## src/rtl/if_fetch_unit.sv

```systemverilog
// Byte-serial instruction fetch unit.
// Assembles INSN_BYTES little-endian bytes from a byte-wide instruction memory
// into one instruction, then presents it downstream with a valid/ready handshake.
// A redirect restarts fetching at a new PC and discards any partial instruction.
module if_fetch_unit #(
   parameter int unsigned     XLEN       = 32,
   parameter int unsigned     INSN_BYTES = 4,
   parameter logic [XLEN-1:0] RESET_PC   = '0
) (
   input  logic                    clk,
   input  logic                    rst,
   output logic                    mem_req,
   output logic [XLEN-1:0]         mem_addr,
   input  logic                    mem_ack,
   input  logic [7:0]              mem_rdata,
   input  logic                    redirect_valid,
   input  logic [XLEN-1:0]         redirect_pc,
   output logic                    inst_valid,
   input  logic                    inst_ready,
   output logic [8*INSN_BYTES-1:0] inst,
   output logic [XLEN-1:0]         inst_pc,
   output logic                    inst_misaligned,
   output logic [31:0]             insn_count
);

   localparam int unsigned       CNT_W      = $clog2(INSN_BYTES);
   localparam logic [CNT_W-1:0]  LAST_BYTE  = CNT_W'(INSN_BYTES - 1);
   localparam logic [XLEN-1:0]   ALIGN_MASK = XLEN'(INSN_BYTES - 1);
   localparam logic [XLEN-1:0]   PC_STEP    = XLEN'(INSN_BYTES);

   typedef enum logic [0:0] {
      ST_FETCH = 1'b0,
      ST_HOLD  = 1'b1
   } state_e;

   state_e                  state_q, state_d;
   logic [XLEN-1:0]         pc_q, pc_d;
   logic [XLEN-1:0]         mem_addr_q, mem_addr_d;
   logic [CNT_W-1:0]        byte_cnt_q, byte_cnt_d;
   logic [8*INSN_BYTES-1:0] inst_q, inst_d;
   logic [XLEN-1:0]         inst_pc_q, inst_pc_d;
   logic                    inst_mis_q, inst_mis_d;
   logic [31:0]             insn_count_q, insn_count_d;

   // True when the address is not a multiple of the instruction size.
   function automatic logic is_misaligned(input logic [XLEN-1:0] addr);
      return (addr & ALIGN_MASK) != '0;
   endfunction

   // Next-state logic: redirect wins over byte acceptance and the handshake,
   // but a handshake coinciding with a redirect still counts the instruction.
   always_comb begin
      state_d      = state_q;
      pc_d         = pc_q;
      byte_cnt_d   = byte_cnt_q;
      inst_d       = inst_q;
      inst_pc_d    = inst_pc_q;
      inst_mis_d   = inst_mis_q;
      insn_count_d = insn_count_q;
      if (redirect_valid) begin
         pc_d       = redirect_pc;
         byte_cnt_d = '0;
         state_d    = ST_FETCH;
         if ((state_q == ST_HOLD) && inst_ready) begin
            insn_count_d = insn_count_q + 32'd1;
         end else begin
            insn_count_d = insn_count_q;
         end
      end else begin
         case (state_q)
            ST_FETCH: begin
               if (mem_ack) begin
                  inst_d[{byte_cnt_q, 3'b000} +: 8] = mem_rdata;
                  if (byte_cnt_q == LAST_BYTE) begin
                     byte_cnt_d = '0;
                     state_d    = ST_HOLD;
                     inst_pc_d  = pc_q;
                     inst_mis_d = is_misaligned(pc_q);
                  end else begin
                     byte_cnt_d = byte_cnt_q + CNT_W'(1);
                  end
               end else begin
                  state_d = ST_FETCH;
               end
            end
            ST_HOLD: begin
               if (inst_ready) begin
                  pc_d         = pc_q + PC_STEP;
                  state_d      = ST_FETCH;
                  insn_count_d = insn_count_q + 32'd1;
               end else begin
                  state_d = ST_HOLD;
               end
            end
            default: begin
               state_d    = ST_FETCH;
               byte_cnt_d = '0;
            end
         endcase
      end
      // Request address is precomputed so it leaves a flop; it wraps naturally.
      mem_addr_d = pc_d + XLEN'(byte_cnt_d);
   end

   // State registers with synchronous reset.
   always_ff @(posedge clk) begin
      if (rst) begin
         state_q      <= ST_FETCH;
         pc_q         <= RESET_PC;
         mem_addr_q   <= RESET_PC;
         byte_cnt_q   <= '0;
         inst_q       <= '0;
         inst_pc_q    <= '0;
         inst_mis_q   <= 1'b0;
         insn_count_q <= 32'd0;
      end else begin
         state_q      <= state_d;
         pc_q         <= pc_d;
         mem_addr_q   <= mem_addr_d;
         byte_cnt_q   <= byte_cnt_d;
         inst_q       <= inst_d;
         inst_pc_q    <= inst_pc_d;
         inst_mis_q   <= inst_mis_d;
         insn_count_q <= insn_count_d;
      end
   end

   // Requests are suppressed while reset is asserted so memory never sees a stale address.
   assign mem_req         = (state_q == ST_FETCH) && !rst;
   assign mem_addr        = mem_addr_q;
   assign inst_valid      = (state_q == ST_HOLD);
   assign inst            = inst_q;
   assign inst_pc         = inst_pc_q;
   assign inst_misaligned = inst_mis_q;
   assign insn_count      = insn_count_q;

endmodule

```

## config.mk

```make
export PLATFORM = sky130hd
export DESIGN_NAME = if_fetch_unit
export DESIGN_NICKNAME = d
export VERILOG_FILES = /design/src/rtl/if_fetch_unit.sv
export SDC_FILE = /design/constraint.sdc
export NUM_CORES = 1
export LEC_CHECK = 0
export CELL_PAD_IN_SITES_DETAIL_PLACEMENT = 0
export CELL_PAD_IN_SITES_GLOBAL_PLACEMENT = 1
export CORE_MARGIN = 2
export CORE_UTILIZATION = 28
export CTS_CLUSTER_DIAMETER = 200
export DETAILED_ROUTE_END_ITERATION = 8
export PLACE_DENSITY = 0.68
export SETUP_SLACK_MARGIN = 0.3
export SYNTH_ARGS = -nofsm -noshare
export SYNTH_HDL_FRONTEND = slang
export SYNTH_SLANG_ARGS = --single-unit
```

## constraint.sdc

```tcl
create_clock -name clk -period 6.5 [get_ports clk]
set_input_delay 0.65 -clock clk [delete_from_list [all_inputs] [get_ports clk]]
set_output_delay 0.65 -clock clk [all_outputs]
set_load 0.005 [all_outputs]
```

==> results.md <==
* Number of synthesized register bits at 164
* Post-CTS Hold Buffers at 0
* Crit path cell chain: clkdlybuf4s50_1 > nand2_1 > or4_1 > nor4_1 > o31ai_1 > nor4_2 > nand4_2 > or4_1 > a21oi_1
* Ys async rst share at 0
* Vias in the first global route at 6600
* Met1 Use GR at 0.227
* Most crowded layer after global routing: met2
* Global-route wire length before repair at 36700 um
* Worst stage delay on the critical path at 0.79 ns
* Clock Latency Late Sink at 0.43 ns
* Final cycle utilization of the critical path at 0.589
* Layout cells sized above 1 at 0.0623
* DR pass1 iterations at 5
* Final #Nets at 1102
* CP max stage cell: or4_1
* VDD IR-drop max at 164 uV
* Design area at 10100 um^2
* Die Wd at 167 um
* Avg Inst Size Synth at 8.32 um^2
* Antenna violations before repair at 1
* Clock slew at reported path FFs at 0.07 ns
* Final setup TNS at 0 ns
* Top FF cell, synth: dfxtp_1
* EDFF count, synth at 0
* Crit path kind: in2reg
* Syn nets at 950
* Final min period at 3.83 ns
* Post-CTS Setup Inserts at 0
* DR vias at 6747
* Cell Area, Placed at 9430 um^2
* Mapped cell area at 7440 um^2
* Hold Path Class: reg2reg
* DRC at 0
* Hold slack at 0.451 ns
* Die area at 27900 um^2
* Via-to-Cell Ratio at 4.84
* RSZ-0062 raised after global routing: no
* Layout Skew at 0.0127 ns
* Sequential fraction of the synthesis area at 0.441
* Gr ovfl total at 0
* GR Util All Layers at 0.165
* Fmax at 0.261 GHz
* Clock sinks at 164
* WL/cell at 16.5 um
* PortBufs at 175
* Die H at 167 um
* DRT iter0 DRCs at 403
* I/O pin cnt at 176
* GR Util met3 at 0.0575
* Routability congestion estimate at 0.827
* Syn Inst Count at 894
* Least-Margin Pin Slew at 1.12 ns
* Fin. Hold Viols at 0
* CP required at 6.85 ns
* Final setup viols at 0
* Leak pwr at 0.00343 uW
* Max_cap viols at 0
* Layout area overhead at 35.2%
* Cts bufs inserted at 17
* WL final at 23000 um
* Startpoint Class: input port
* Cts repair resizes at 0
* Critical Path Fanout Max at 9
* Initial Utilization at 0.285
* Yosys warns at 0
* Crit path top cell by count: or4_1
* Grt met2 use at 0.250
* Yosys cell types at 59
* Final Max Slew Viols at 0
* Status: finished, final reports clean
* Post-DP HPWL at 16600 um
* Site Rows at 59
* Post-route ant nets at 0
* Core Area at 26100 um^2
* Largest net degree at the start of global routing at 98
* Clock Path Buffers at 2
* CTS tree: done
* Power density over the cells at 232 nW/um^2
* Clock Tree Root: clkbuf_16
* CP arrival at 4.18 ns
* Most frequent cells in the layout: clkdlybuf4s50_1, dfxtp_1, nand2_1
* H-tree depth reported by CTS at 4
* Most common cell after layout, fill and taps aside: clkdlybuf4s50_1
* Slew HR at 0.251
* Critical Path End Type: flip-flop
[critical path, delay by kind of cell]
kind                   cells  cell delay [ns]
AND/OR/NAND/NOR            6             2.47
buffers and inverters      1             0.68
AO/OA/AOI/OAI              2             0.36
[sequential cells by signal, summed over array words and instances (netlist names)]
name,flops
insn_count,32
pc_q,32
inst_pc,32
inst_misaligned,1
inst,32
mem_addr,32
byte_cnt_q,2
inst_valid,1
[stage by stage]
step | setup WS [ns] | power (uW) | utilization | std cells
6_report | 2.67 | 2330 | 0.386 | 1395
4_1_cts | 2.72 | 2360 | 0.386 | 1394
3_5_place_dp | 2.27 | 1280 | 0.362 | 1362
2_1_floorplan | 2.67 | 1180 | - | 894
3_3_place_gp | 2.36 | 1290 | 0.362 | 1362
5_1_grt | 2.45 | 2420 | 0.386 | 1394
[cells by family after synthesis]
group | Yosys count | share of synthesized area
AO/OA/AOI/OAI | 141 | 0.117
XOR/XNOR | 54 | 0.0636
adder cells (fa/ha/maj) | 11 | 0.0195
buffers and inverters | 55 | 0.0313
flip-flops | 164 | 0.441
multiplexers | 19 | 0.0269
AND/OR/NAND/NOR | 450 | 0.300
[metal layers]
| layer | up-vias | part of all wire | wire length (um) |
|---|---|---|---|
| li1 | 3419 | - | - |
| met3 | 13 | 0.075 | 1720 |
| met1 | 3123 | 0.48 | 11000 |
| met4 | 0 | 0.0096 | 221 |
| met5 | - | 0 | 0 |
| met2 | 192 | 0.44 | 10100 |
[cell type report]
type / count / area [um^2]
Timing Repair Buffer: 179 / 1770
Multi-Input combinational cell: 675 / 3920
Clock buffer: 17 / 425
Fill cell: 2690 / 16000
Sequential cell: 164 / 3280
Tap cell: 335 / 419
Antenna cell: 1 / 2.50
Inverter: 9 / 33.8
Clock inverter: 15 / 193
[synthesized netlist by cell type, drive strengths merged, types with 10 or more instances]
master,n,area (um^2)
dfxtp,164,3280
nand2,144,543
nor2,102,383
a21oi,81,405
nand3,59,295
clkbuf,36,139
xor2,36,315
nand4,25,175
nor3,22,110
o21ai,18,90.1
xnor2,18,158
nor4,16,158
nand2b,13,81.3
nor2b,13,81.3
o31ai,13,118
mux2i,11,110
buf,10,60.1
ha,10,125
or3,10,62.6
[final timing paths]
check                         from  slack, ns                      end  cells after the start
max reg2reg  inst_valid$_SDFF_PP0_       2.86  mem_addr[31]$_SDFF_PP0_                      8
max                     inst_ready       2.67  mem_addr[31]$_SDFF_PP0_                      9
min          inst[19]$_SDFFE_PP0P_       0.45    inst[19]$_SDFFE_PP0P_                      2
min reg2reg  inst[19]$_SDFFE_PP0P_       0.45    inst[19]$_SDFFE_PP0P_                      2
[power breakdown]
part           switching, uW  internal [uW]
sequential              28.1           1030
combinational            107           93.4
clock                    455            616
(Power assumes the default switching activity.)
